===== config.mk =====
export PLATFORM = sky130hd
export DESIGN_NAME = branch_redirect_ctrl
export DESIGN_NICKNAME = d
export VERILOG_FILES = /design/src/rtl/branch_redirect_ctrl.sv
export SDC_FILE = /design/constraint.sdc
export NUM_CORES = 1
export LEC_CHECK = 0
export CAP_MARGIN = 20
export CORE_MARGIN = 3
export CORE_UTILIZATION = 56
export CTS_BUF_LIST = sky130_fd_sc_hd__clkbuf_4
export DETAILED_ROUTE_END_ITERATION = 16
export DONT_BUFFER_PORTS = 1
export GPL_TIMING_DRIVEN = 0
export PLACE_DENSITY = 0.75
export SLEW_MARGIN = 10
export SYNTH_ARGS = -nofsm -noshare
export SYNTH_HDL_FRONTEND = slang
export SYNTH_SLANG_ARGS = --single-unit

===== constraint.sdc =====
create_clock -name clk -period 1.9 [get_ports clk]
set_input_delay 0 -clock clk [delete_from_list [all_inputs] [get_ports clk]]
set_output_delay 0 -clock clk [all_outputs]
set_load 0.05 [all_outputs]

===== src/rtl/branch_redirect_ctrl.sv =====
`default_nettype none
// ============================================================================
// Module   : branch_redirect_ctrl
// Purpose  : Sits between the EX-stage branch decoder and the fetch/decode
//            pipeline registers.
//            - On a taken branch, JAL or JALR it captures the redirect target.
//            - It then drives a one-state PC redirect, followed by a
//              parameterised drain window that squashes wrong-path
//              instructions.
//            - The global stall is honoured throughout.
//            - A saturating counter records the number of redirects.
// Ports    : clk, rst_n            - clock, async active-low reset
//            ex_valid, out_sel     - EX valid and decoder next-PC select
//            br_target, jalr_target- candidate redirect targets
//            stall                 - global pipeline stall
//            redirect_valid/pc     - fetch redirect request and address
//            flush_if_id/id_ex     - pipeline register squashes
//            misalign              - one-cycle pulse, target bit[1] set
//            busy                  - sequence in progress (state != RUN)
//            redirect_cnt          - saturating redirect count
// Revision : 1.0 - initial release
// ============================================================================
module branch_redirect_ctrl #(
  parameter int DRAIN_CYCLES = 1,
  parameter int CNT_W        = 16
) (
  input  logic             clk,
  input  logic             rst_n,
  input  logic             ex_valid,
  input  logic [1:0]       out_sel,
  input  logic [31:0]      br_target,
  input  logic [31:0]      jalr_target,
  input  logic             stall,
  output logic             redirect_valid,
  output logic [31:0]      redirect_pc,
  output logic             flush_if_id,
  output logic             flush_id_ex,
  output logic             misalign,
  output logic             busy,
  output logic [CNT_W-1:0] redirect_cnt
);

  typedef enum logic [1:0] {
    ST_RUN      = 2'd0,
    ST_REDIRECT = 2'd1,
    ST_DRAIN    = 2'd2
  } state_t;

  localparam logic [2:0]       c_DRAIN_LOAD = 3'(DRAIN_CYCLES);
  localparam logic [CNT_W-1:0] c_CNT_MAX    = '1;

  state_t           r_state;
  state_t           w_state_nxt;
  logic [2:0]       r_drain_cnt;
  logic [2:0]       w_drain_cnt_nxt;
  logic             w_accept;
  logic [31:0]      w_target;
  logic [31:0]      r_redirect_pc;
  logic             r_misalign;
  logic [CNT_W-1:0] r_redirect_cnt;

  // JALR clears bit 0 of the computed address.
  always_comb begin
    w_target = br_target;
    if (out_sel == 2'd2) begin
      w_target = jalr_target & 32'hFFFF_FFFE;
    end
  end

  // Decisions are only taken in RUN; in REDIRECT/DRAIN the EX instruction is
  // wrong-path, and a stalled decision is simply re-evaluated next cycle
  // with the held EX inputs. Select 3 (reserved) is ignored.
  assign w_accept = (r_state == ST_RUN) && ex_valid && !stall &&
                    ((out_sel == 2'd1) || (out_sel == 2'd2));

  always_comb begin
    w_state_nxt     = r_state;
    w_drain_cnt_nxt = r_drain_cnt;
    case (r_state)
      ST_RUN: begin
        if (w_accept) begin
          w_state_nxt = ST_REDIRECT;
        end
      end
      ST_REDIRECT: begin
        if (!stall) begin
          w_drain_cnt_nxt = c_DRAIN_LOAD;
          w_state_nxt     = ST_DRAIN;
        end
      end
      ST_DRAIN: begin
        if (!stall) begin
          w_drain_cnt_nxt = r_drain_cnt - 3'd1;
          // Leave on the cycle the count steps down to zero; the <= also
          // guards against a zero load.
          if (r_drain_cnt <= 3'd1) begin
            w_drain_cnt_nxt = 3'd0;
            w_state_nxt     = ST_RUN;
          end
        end
      end
      default: begin
        w_state_nxt     = ST_RUN;
        w_drain_cnt_nxt = 3'd0;
      end
    endcase
  end

  always_ff @(posedge clk or negedge rst_n) begin
    if (!rst_n) begin
      r_state        <= ST_RUN;
      r_drain_cnt    <= 3'd0;
      r_redirect_pc  <= 32'd0;
      r_misalign     <= 1'b0;
      r_redirect_cnt <= '0;
    end else begin
      r_state     <= w_state_nxt;
      r_drain_cnt <= w_drain_cnt_nxt;
      r_misalign  <= w_accept && w_target[1];
      if (w_accept) begin
        r_redirect_pc <= w_target;
        if (r_redirect_cnt != c_CNT_MAX) begin
          r_redirect_cnt <= r_redirect_cnt + 1'b1;
        end
      end
    end
  end

  // Moore outputs decoded from the state; misalign is the registered pulse.
  assign redirect_valid = (r_state == ST_REDIRECT);
  assign flush_id_ex    = (r_state == ST_REDIRECT);
  assign flush_if_id    = (r_state != ST_RUN);
  assign busy           = (r_state != ST_RUN);
  assign redirect_pc    = r_redirect_pc;
  assign misalign       = r_misalign;
  assign redirect_cnt   = r_redirect_cnt;

endmodule
`default_nettype wire


# Yosys cells after proc, flatten, opt, wreduce, memory -nomap -nowiden
# Index checks and enable logic that the tools add are counted.
dict set report classes {
  magnitude_cmp 1
  bitwise_logic 1
  reduce_logical 11
  mux 10
  n_eq_ne 9
  addsub 2
}
# cell n
set op_table {}
lappend op_table {{32-bit 2-to-1 mux} 1}
lappend op_table {{16-bit by 1-bit adder with 16-bit output (second input constant)} 1}
lappend op_table {{16-bit inequality test (second input constant)} 1}
lappend op_table {{3-bit 2-to-1 mux} 3}
lappend op_table {{3-bit case mux with 3 select lines} 1}
lappend op_table {{2-bit 2-to-1 mux} 4}
lappend op_table {{2-bit inequality test (second input constant)} 4}
lappend op_table {{2-bit case mux with 3 select lines} 1}
lappend op_table {{2-bit by 1-bit == test with 1-bit output (second input constant)} 2}
lappend op_table {{2-bit == test (second input constant)} 2}
lappend op_table {{1-bit logical AND} 4}
lappend op_table {{4-bit AND reduction} 1}
lappend op_table {{3-bit by 1-bit less-or-equal comparator with 1-bit output (second input constant)} 1}
lappend op_table {{3-bit AND reduction} 1}
lappend op_table {{3-bit by 1-bit subtractor with 3-bit output (second input constant)} 1}
lappend op_table {{2-bit logical NOT} 1}
lappend op_table {{2-bit AND reduction} 1}
lappend op_table {{2-bit nonzero test} 1}
lappend op_table {{1-bit logical NOT} 1}
lappend op_table {{1-bit logical OR} 1}
lappend op_table {{1-bit NOT} 1}
dict set report totals {
  output_inout_bits 53
  input_bits 70
  register_bits 54
  elab_cells 39
}

# Depth between registers and ports, before layout
# Gate-level depths: netlist of run 1.
dict set report depth {
  word_depth 6
  depth_mapped 7
  mapped_depth_nobuf 6
}

# Worst setup path before layout of run 1
# Ideal clock, no wire load.
dict set report synth_path {
  path_type {reg2reg}
  from {register r_state[0]}
  to {register r_state[1]}
  setup_ps 125
  n_path_buf 0
  stages_incl_launch_ff 7
  t_required_ps 1775
  t_arrival_ps 2001
  period_less_slack_ps 2125
  setup_slack_ps -225
  path_cell_list {dfrtp_1 -> inv_1 -> ha_1 -> inv_1 -> or4b_1 -> a21oi_1 -> mux2_2}
}
dict set report synth_between {
  elab_chain_len 6
}
# element line
set synth_lines {}
lappend synth_lines {{start: declaration} 52} ;# state_t r_state;
lappend synth_lines {{start signal: assignment} 117} ;# r_state <= w_state_nxt;
lappend synth_lines {{2-bit logical NOT} {73, 79}}
lappend synth_lines {{1-bit logical AND (3 in series)} 73} ;# assign w_accept = (r_state == ST_RUN) && ex_valid && !stall &&
lappend synth_lines {{2-bit inequality test (no line)} -}
lappend synth_lines {{4-bit AND reduction (no line)} -}
# Parallel ways exist; a longest one is shown, timed or not.
# A chain may end at the register's enable or synchronous reset.

# Worst setup path after layout of run 1
# Same ends and word-level chain as after synthesis.

==> results of run 1 <==
logic make-up (layout without fill, tap and decap cells):
group	Yosys count	in the layout	synth area share
compound gates	41	41	0.0941
xor+xnor	15	15	0.0504
fa+ha+maj	6	6	0.0288
buf+inv	21	107	0.0336
flops	54	54	0.519
mux	33	33	0.128
simple gates	76	76	0.146
through the flow:
stage / total power, mW / std cells / cell area [um^2] / util / setup TNS, ns
after global routing: 5.32 / 384 / 3630 / 0.821 / -0.470
after floorplan: 3.94 / 246 / 2650 / - / -0.151
final: 5.08 / 384 / 3630 / 0.821 / -0.215
after CTS: 4.92 / 379 / 3530 / 0.799 / -0.310
after detailed placement: 4.19 / 298 / 2720 / 0.615 / -1.67
after global placement: 4.14 / 298 / 2720 / 0.615 / -1.39
power groups by stage:
stage          Clock, mW  Sequential, mW  Combinational (mW)
5_1_grt            0.544            3.22                1.56
6_report           0.487            3.18                1.42
2_1_floorplan          0            3.06               0.885
3_3_place_gp           0            3.15               0.992
4_1_cts            0.517            3.14                1.26
3_5_place_dp           0            3.16                1.02
layer usage:
layer	vias to the layer above	wire, um	global-route usage
li1	1019	-	-
met1	1106	2830	0.326
met2	109	3920	0.471
met3	22	640	0.0622
met4	0	246	0.127
met5	-	0	0
cell usage after synthesis (all sizes together) (2+ instances only):
| cell type | n |
|---|---|
| nand2 | 8 |
| nand2b | 2 |
| dfrtp | 54 |
| clkbuf | 6 |
| nand3 | 6 |
| ha | 6 |
| and4 | 2 |
| nand3b | 2 |
| o21ai | 4 |
| a21oi | 32 |
| inv | 8 |
| nand4 | 4 |
| xnor2 | 3 |
| mux2i | 31 |
| nor3 | 5 |
| nor2 | 39 |
| mux2 | 2 |
| buf | 7 |
| xor2 | 12 |
final cells by class:
type                    count  area share
multi-input cells         171       0.347
clock buffers               6      0.0124
clock inverters             2     0.00242
well taps                  52      0.0179
inverters                   8     0.00932
plain buffers              13      0.0186
flip-flops and latches     54       0.380
repair buffers             78       0.213
worst min-delay path, cell delays in order:
cell and delay (ns):
or4b_4 0.20, buf_4 0.13, nor2_4 0.04
sequential cells by signal, summed over array words and instances, names as in the netlist:
name,count
redirect_pc,32
redirect_cnt,16
r_drain_cnt,3
r_state,2
misalign,1
worst paths after layout:
check	startpoint	end	cells after the start
max in group asynchronous	rst_n	redirect_cnt[0]	2
min in group asynchronous	rst_n	redirect_pc[12]	2
min	ex_valid	misalign	3
max reg2reg	r_state[0]	r_state[1]	6
min reg2reg	r_drain_cnt[1]	r_drain_cnt[1]	2
max	r_state[0]	r_state[1]	6
what timing repair did:
item | 4_1_cts | 5_1_grt
setup endpoints to repair | 15 | 40
hold endpoints to repair | 89 | 0
resized for setup | 8 | 19
pin swaps | 2 | 4
buffers inserted | 7 | 5
hold buffers | 66 | 0
==> flow_metrics.env, run 1 <==
export IMPL_synth_edf_count=0
export IMPL_cpMaxStageDelayCell="or4b_4"
export IMPL_h_tree_depth=2
export IMPL_comb_power_share=0.279
export IMPL_hp_class="input port to flop"
export IMPL_tritoncts="yes"
export IMPL_power_density_mw_per_mm2=1400
export IMPL_cts_buffers=5
export IMPL_core_mm2=0.00441
export IMPL_internal_power_mw=2.34
export IMPL_dieWidth_um=74.2
export IMPL_ant_nets=0
export IMPL_cp_max_fo=4
export IMPL_cts_buffer_depth=2
export IMPL_ys_ff_latch=54
export IMPL_grt_overflow_total=0
export IMPL_r2r_slack_ns=-0.15
export IMPL_layout_commonest_cell="dlygate4sd3_1"
export IMPL_antenna_found_initial=0
export IMPL_maxCapViolCount=0
export IMPL_swShare=0.540
export IMPL_cp_end_kind="flop"
export IMPL_cp_num_buf_inv=2
export IMPL_grt_usage=0.274
export IMPL_setup_ws_ns=-0.153
export IMPL_finalSetupViolCount=3
export IMPL_dpl_hpwl_um=4060
export IMPL_synth_top_cell_by_area="dfrtp_1"
export IMPL_start_util=0.590
export IMPL_grt_pass1_wl_um=11200
export IMPL_cp_start_kind="flop"
export IMPL_cts_sinks=54
export IMPL_vias_per_cell=5.88
export IMPL_first_global_vias=2236
export IMPL_p_sw_mw=2.74
export IMPL_drc=0
export IMPL_hold_viol=0
export IMPL_worstSkewPairLatency_ns=0.35
export IMPL_grt_max_degree=55
export IMPL_rsz0062_at_grt="yes"
export IMPL_status="finished, violations left"
export IMPL_syn_cell_area_mm2=0.00260
export IMPL_ff_latch_area_mm2=0.00138
export IMPL_crit_chain="inv_2, ha_4, clkinvlp_4, or4b_4, a21oi_4, mux2_4"
export IMPL_path_class="flop to flop"
export IMPL_fill_cells=253
export IMPL_cts_root_buf="clkbuf_4"
export IMPL_synth_flop_cell="dfrtp_1"
export IMPL_num_rows=24
export IMPL_power_frac_clock=0.096
export IMPL_antenna_cells=0
export IMPL_path_delay_family="simple AND/OR/NAND/NOR gates"
export IMPL_ios=123
export IMPL_layout_nets=407
export IMPL_wirelength_um=7640
export IMPL_area_growth_syn_to_layout_pct=39.2
export IMPL_crit_path_max_incr_delay_ns=0.58
export IMPL_wire_per_inst_um=19.9
export IMPL_max_freq_mhz=487
export IMPL_required_ns=2.15
export IMPL_gp_congestion=0.872
export IMPL_multi_input_area_mm2=0.00126
export IMPL_pre_cts_slack_ns=-0.245
export IMPL_syn_area_per_cell_um2=10.6
export IMPL_finalCriticalPeriod_ns=2.05
export IMPL_cellLeakagePower_nw=1.55
export IMPL_seq_area_frac_synth=0.519
export IMPL_synthArstFlopShare=1.00
export IMPL_syn_nets=322
export IMPL_max_vdd_ir_drop_mv=1.08
export IMPL_worst_slew_pin_slew_ns=0.723
export IMPL_seqPwrFrac=0.625
export IMPL_slew_headroom=0.518
export IMPL_ys_warn_count=0
export IMPL_path_clk_slew_ns=0.14
export IMPL_die_y_um=74.2
export IMPL_layout_common_cells="dlygate4sd3_1 (65), nor2_1 (38), dfrtp_1 (38), mux2i_1 (31), a21oi_1 (31)"
export IMPL_die_area_mm2=0.00551
export IMPL_cp_arrival_ns=2.31
export IMPL_first_iter_violations=110
export IMPL_drv_slew=0
export IMPL_fin_hold_ws_ns=0.0440
export IMPL_via_count=2256
export IMPL_port_buffers=0
export IMPL_netlist_area_leader_share=0.519
export IMPL_synthTopCellsByArea="dfrtp_1 (52%), mux2i_1 (12%), a21oi_1 (6.1%)"
export IMPL_fin_crit_sh=1.08
export IMPL_synth_cells=246
export IMPL_violations="setup timing"
export IMPL_drt_pass1_iterations=4
export IMPL_fin_skew_ns=0.00304
export IMPL_drive_gt1_frac=0.187
export IMPL_synth_cell_type_count=36
(Power assumes the default switching activity.)
==> inputs of run 2 (changes only) <==
--- a/config.mk
+++ b/config.mk
@@ -5,14 +5,14 @@
 export SDC_FILE = /design/constraint.sdc
 export NUM_CORES = 1
 export LEC_CHECK = 0
+export BUFFER_PORTS_ARGS = -buffer_cell sky130_fd_sc_hd__buf_2
 export CAP_MARGIN = 20
-export CORE_MARGIN = 3
-export CORE_UTILIZATION = 56
+export CORE_MARGIN = 1
+export CORE_UTILIZATION = 43
 export CTS_BUF_LIST = sky130_fd_sc_hd__clkbuf_4
 export DETAILED_ROUTE_END_ITERATION = 16
-export DONT_BUFFER_PORTS = 1
 export GPL_TIMING_DRIVEN = 0
-export PLACE_DENSITY = 0.75
+export PLACE_DENSITY = 0.79
 export SLEW_MARGIN = 10
 export SYNTH_ARGS = -nofsm -noshare
 export SYNTH_HDL_FRONTEND = slang
==> run 2 against run 1 <==
Effect of this change: the flow now finishes without violations; register-to-register slack gained 0.20 ns; utilization fell by 9.1 points; sequential share of layout area fell by 4.9 points; sequential power shrank 44%; worst hold slack worse by 0.022 ns; maximum frequency increased by 11%; flip-flop and latch count unchanged; count of clock-buffer cells in the layout stayed put; final cell count increased by 35%; via count is 14% higher; largest cell class is now buffers.
==> flow_metrics.env, run 2 (synthesis results as in run 1) <==
export IMPL_final_setup_tns_ns=0
export IMPL_largest_reg_flops=32
export IMPL_num_rows=27
export IMPL_grt_max_degree=34
export IMPL_worst_slew_pin_slew_ns=0.619
export IMPL_port_buffers=121
export IMPL_gp_congestion=0.788
export IMPL_crit_chain="inv_2, ha_4, clkinvlp_4, or4b_4, a21oi_2, mux2_4"
export IMPL_antenna_cells=0
export IMPL_cellLeakagePower_nw=2.02
export IMPL_start_util=0.459
export IMPL_max_vdd_ir_drop_mv=0.896
export IMPL_drc=0
export IMPL_status="complete, no violations"
export IMPL_pre_cts_slack_ns=-0.0398
export IMPL_setup_ws_ns=0.0470
export IMPL_cts_root_buf="clkbuf_4"
export IMPL_cp_arrival_ns=2.12
export IMPL_wirelength_um=7620
export IMPL_dpl_hpwl_um=4500
export IMPL_cp_max_fo=3
export IMPL_slew_headroom=0.586
export IMPL_cp_start_kind="flop"
export IMPL_rsz0062_at_grt="yes"
export IMPL_cp_end_kind="flop"
export IMPL_first_global_vias=2560
export IMPL_grt_usage=0.243
export IMPL_maxCapViolCount=0
export IMPL_cpMaxStageDelayCell="or4b_4"
export IMPL_max_freq_mhz=540
export IMPL_via_count=2575
export IMPL_power_density_mw_per_mm2=1290
export IMPL_power_frac_clock=0.093
export IMPL_cts_sinks=54
export IMPL_hold_start="stall"
export IMPL_p_sw_mw=2.75
export IMPL_die_area_mm2=0.00637
export IMPL_drt_pass1_iterations=4
export IMPL_cts_buffer_depth=2
export IMPL_dieWidth_um=79.8
export IMPL_ant_nets=0
export IMPL_area_growth_syn_to_layout_pct=59.1
export IMPL_tritoncts="yes"
export IMPL_fin_skew_ns=0.00826
export IMPL_h_tree_depth=2
export IMPL_worstSkewPairLatency_ns=0.37
export IMPL_r2r_slack_ns=0.05
export IMPL_crit_path_max_incr_delay_ns=0.52
export IMPL_die_y_um=79.8
export IMPL_hold_viol=0
export IMPL_ff2ff_path_depth=6
export IMPL_antenna_found_initial=0
export IMPL_layout_commonest_cell="buf_2"
export IMPL_r2r_start="r_state[0]"
export IMPL_drv_slew=0
export IMPL_vias_per_cell=4.96
export IMPL_first_iter_violations=80
export IMPL_required_ns=2.17
export IMPL_layout_nets=522
export IMPL_comb_power_share=0.575
export IMPL_drive_gt1_frac=0.391
export IMPL_internal_power_mw=2.60
export IMPL_grt_overflow_total=0
export IMPL_min_to="r_state[0]"
export IMPL_hold_depth=4
export IMPL_cts_buffers=5
export IMPL_ios=123
export IMPL_fin_crit_sh=0.975
export IMPL_seqPwrFrac=0.332
export IMPL_path_class="flop to flop"
export IMPL_grt_pass1_wl_um=11800
export IMPL_finalCriticalPeriod_ns=1.85
export IMPL_swShare=0.514
export IMPL_core_mm2=0.00568
export IMPL_fin_util=0.730
export IMPL_wire_per_inst_um=14.7
export IMPL_path_clk_slew_ns=0.14
export IMPL_hp_class="input port to flop"
export IMPL_finalSetupViolCount=0
export IMPL_worstReg2RegEnd="r_state[1]"
export IMPL_layout_common_cells="buf_2 (121), dlygate4sd3_1 (64), dfrtp_1 (40), nor2_1 (39)"
==> run 2: how the worst max path moves through the flow <==
stage | startpoint | endpoint | slack [ns] | depth (start not counted)
2_1_floorplan | r_state[1] | r_state[1] | -0.15 | 6
3_3_place_gp | r_state[1] | r_state[1] | 0.006 | 6
3_5_place_dp | r_state[1] | r_state[1] | -0.04 | 6
4_1_cts | r_state[1] | r_state[1] | -0.002 | 6
5_1_grt | r_state[0] | r_state[1] | -0.02 | 6
6_report | r_state[0] | r_state[1] | 0.05 | 6
==> run 2: repair_timing <==
| action | 4_1_cts | 5_1_grt |
|---|---|---|
| gates resized for setup | 1 | 17 |
| endpoints found under the hold margin | 87 | 0 |
| pin swaps | 1 | 5 |
| setup endpoints to repair | 18 | 43 |
| hold buffers | 64 | 0 |
| setup buffers | 3 | 4 |
| gates cloned | 0 | 0 |
==> run 2: power groups by stage <==
stage / clock, mW / sequential (mW) / combinational, mW
2_1_floorplan: 0 / 3.06 / 0.885
3_3_place_gp: 0 / 1.77 / 2.79
6_report: 0.499 / 1.78 / 3.08
4_1_cts: 0.515 / 1.76 / 2.99
3_5_place_dp: 0 / 1.79 / 2.84
5_1_grt: 0.559 / 1.82 / 3.26
==> run 2: area by class of cell <==
class	instances	area [um^2]
Fill cell	400	1530
Sequential cell	54	1370
Timing Repair Buffer	193	1320
Multi-Input combinational cell	171	1210
Tap cell	72	90.1
Buffer	13	68.8
Clock buffer	6	45.0
Inverter	8	33.8
Clock inverter	2	8.76
==> run 2: metrics by stage <==
step                hold slack (ns)  power (mW)  cell area [um^2]  instances
floorplan                    -0.296        3.94              2650        246
global route                 0.0409        5.65              4140        519
finish                       0.0218        5.35              4140        519
global placement              0.234        4.57              3350        439
detailed placement          0.00297        4.63              3370        440
CTS                          0.0376        5.27              4090        515
==> run 2: critical path, delay by kind of cell (launching register included) <==
family	cells	cell delay (ns)
flops	1	0.42
compound gates	1	0.17
simple gates	1	0.52
mux	1	0.30
buf+inv	2	0.18
fa+ha+maj	1	0.16
==> run 2: layer usage <==
| layer | global-route usage | up-vias | part of all wire |
|---|---|---|---|
| met5 | 0 | - | 0 |
| met4 | 0.0839 | 0 | 0.017 |
| met3 | 0.0469 | 12 | 0.052 |
| met2 | 0.436 | 88 | 0.53 |
| met1 | 0.288 | 1225 | 0.40 |
| li1 | - | 1250 | - |
==> inputs of run 3 (changes only) <==
--- a/config.mk
+++ b/config.mk
@@ -8,11 +8,10 @@
 export BUFFER_PORTS_ARGS = -buffer_cell sky130_fd_sc_hd__buf_2
 export CAP_MARGIN = 20
 export CORE_MARGIN = 1
-export CORE_UTILIZATION = 43
-export CTS_BUF_LIST = sky130_fd_sc_hd__clkbuf_4
+export CORE_UTILIZATION = 42
 export DETAILED_ROUTE_END_ITERATION = 16
 export GPL_TIMING_DRIVEN = 0
-export PLACE_DENSITY = 0.79
+export PLACE_DENSITY = 0.77
 export SLEW_MARGIN = 10
 export SYNTH_ARGS = -nofsm -noshare
 export SYNTH_HDL_FRONTEND = slang
==> run 3 against run 2 <==
Effect of this change: the run now ends with hold timing left; first-iteration DRC count shrank 53%; power grew 5.5%; utilization shrank 8.9 points; critical path depth is the same; clock power grew 88%; sequential power is essentially flat; count of clock-buffer cells in the layout is the same; setup slack lost 0.012 ns; sequential share of layout area grew 2.8 points.
==> flow_metrics.env, run 3 (synthesis results as in run 1) <==
export IMPL_status="finished, violations left"
export IMPL_violations="hold timing"
export IMPL_path_delay_family="simple AND/OR/NAND/NOR gates"
export IMPL_maxCapViolCount=0
export IMPL_dpl_hpwl_um=4500
export IMPL_power_density_mw_per_mm2=1480
export IMPL_drive_gt1_frac=0.430
export IMPL_p_total_mw=5.65
export IMPL_die_y_um=80.8
export IMPL_slew_headroom=0.511
export IMPL_cts_root_buf="clkbuf_8"
export IMPL_fill_cells=494
export IMPL_worstSkewPairLatency_ns=0.31
export IMPL_gp_congestion=0.755
export IMPL_wire_per_inst_um=13.7
export IMPL_port_buffers=121
export IMPL_crit_chain="inv_2, ha_4, clkinvlp_4, or4b_4, a21oi_2, mux2_4"
export IMPL_fin_crit_sh=0.982
export IMPL_cts_sinks=54
export IMPL_cp_end_kind="flop"
export IMPL_grt_max_degree=33
export IMPL_antenna_cells=0
export IMPL_stdcell_count=480
export IMPL_crit_path_max_incr_delay_ns=0.52
export IMPL_cts_buffers=5
export IMPL_grt_overflow_total=0
export IMPL_cpMaxStageDelayCell="or4b_4"
export IMPL_drt_pass1_iterations=4
export IMPL_vias_per_cell=5.01
export IMPL_first_global_vias=2177
export IMPL_h_tree_depth=2
export IMPL_grt_usage=0.198
export IMPL_path_clk_slew_ns=0.10
export IMPL_max_freq_mhz=536
export IMPL_layout_commonest_cell="buf_2"
export IMPL_layout_nets=480
export IMPL_dieWidth_um=80.8
export IMPL_cp_max_fo=4
export IMPL_path_class="flop to flop"
export IMPL_num_rows=28
export IMPL_cp_num_buf_inv=2
export IMPL_worst_slew_pin_slew_ns=0.734
export IMPL_finalSetupViolCount=0
export IMPL_rsz0062_at_grt="yes"
export IMPL_drv_slew=0
export IMPL_finalCriticalPeriod_ns=1.86
export IMPL_drc=0
export IMPL_first_iter_violations=38
export IMPL_max_vdd_ir_drop_mv=0.942
export IMPL_cts_buffer_depth=2
export IMPL_hold_viol=3
export IMPL_via_count=2405
export IMPL_layout_common_cells="buf_2 (121), dfrtp_1 (40), nor2_1 (39), mux2i_1 (31), a21oi_1 (31)"
export IMPL_wirelength_um=6550
export IMPL_cp_arrival_ns=2.06
export IMPL_hp_class="input port to flop"
export IMPL_fin_hold_ws_ns=-0.00351
export IMPL_dp_cells=443
export IMPL_area_growth_syn_to_layout_pct=46.5
export IMPL_start_util=0.437
export IMPL_antenna_found_initial=0
export IMPL_required_ns=2.09
export IMPL_largest_reg_flops=32
export IMPL_grt_pass1_wl_um=9820
export IMPL_die_area_mm2=0.00652
export IMPL_ant_nets=0
export IMPL_cp_start_kind="flop"
export IMPL_tritoncts="yes"
export IMPL_ios=123
export IMPL_fin_skew_ns=0.00623
export IMPL_cellLeakagePower_nw=1.87
export IMPL_core_mm2=0.00596
[run 3: cell count changes in the layout (fill, tap and decap cells not counted), sizes merged]
cell	previous run	this run
bufinv	0	2
clkinv	2	0
clkbuf	14	15
buf	134	133
dlygate4sd3	64	22
[run 3: layout make-up]
cell class / instances / area, um^2 / area share
tap: 75 / 93.8 / 0.0246
multi-input combinational: 171 / 1210 / 0.317
timing repair buffer: 151 / 898 / 0.235
clock inverter: 2 / 60.1 / 0.0157
inverter: 8 / 33.8 / 0.00885
buffer: 13 / 67.6 / 0.0177
clock buffer: 6 / 82.6 / 0.0216
sequential: 54 / 1370 / 0.359
[run 3: path summary, 6_finish.rpt]
| kind | depth (start not counted) | to | slack, ns | startpoint |
|---|---|---|---|---|
| worst max-delay path | 6 | r_state[1] | 0.04 | r_state[0] |
| worst min-delay path | 3 | redirect_pc[25] | -0.004 | br_target[25] |
| worst max register to register | 6 | r_state[1] | 0.04 | r_state[0] |
| worst min register to register | 2 | redirect_pc[0] | 0.48 | redirect_pc[0] |
| max in group asynchronous | 3 | redirect_cnt[14] | 1.13 | rst_n |
| min in group asynchronous | 2 | redirect_cnt[7] | 0.21 | rst_n |
[run 3: tightest hold or removal path, stage by stage]
cell     delay (ns)
buf_2          0.08
mux2i_1        0.05
a21oi_1        0.14
[run 3: what timing repair did]
item | CTS | global route
buffers inserted | 2 | 5
endpoints found under the setup margin | 17 | 39
hold buffers | 20 | 2
resized for setup | 1 | 12
pin swaps | 1 | 4
endpoints found under the hold margin | 34 | 1
[run 3: report_power, final]
part	total [mW]	switching, mW	internal, mW	leakage, nW
Clock	0.937	0.375	0.562	0.0714
Combinational	2.94	2.12	0.817	1.18
Sequential	1.77	0.233	1.54	0.623
[run 3: per-layer routing]
| layer | vias to the layer above | part of all wire | global-route usage | wire length (um) |
|---|---|---|---|---|
| met1 | 1154 | 0.43 | 0.245 | 2810 |
| met4 | 0 | 0.014 | 0.0643 | 91 |
| met2 | 78 | 0.51 | 0.349 | 3310 |
| li1 | 1164 | - | - | - |
| met3 | 9 | 0.052 | 0.0360 | 339 |
| met5 | - | 0 | 0 | 0 |
[run 3: stage by stage]
stage	TNS (ns)	hold slack [ns]	worst slack (ns)	util	instance area, um^2
finish	0	-0.00351	0.0351	0.641	3820
global route	-0.00805	0.00655	-0.00805	0.641	3820
CTS	0	0.0000294	0.00480	0.626	3730
detailed placement	-0.0400	0.0123	-0.0182	0.566	3370
global placement	0	0.245	0.00901	0.562	3350
floorplan	-0.151	-0.296	-0.151	-	2650
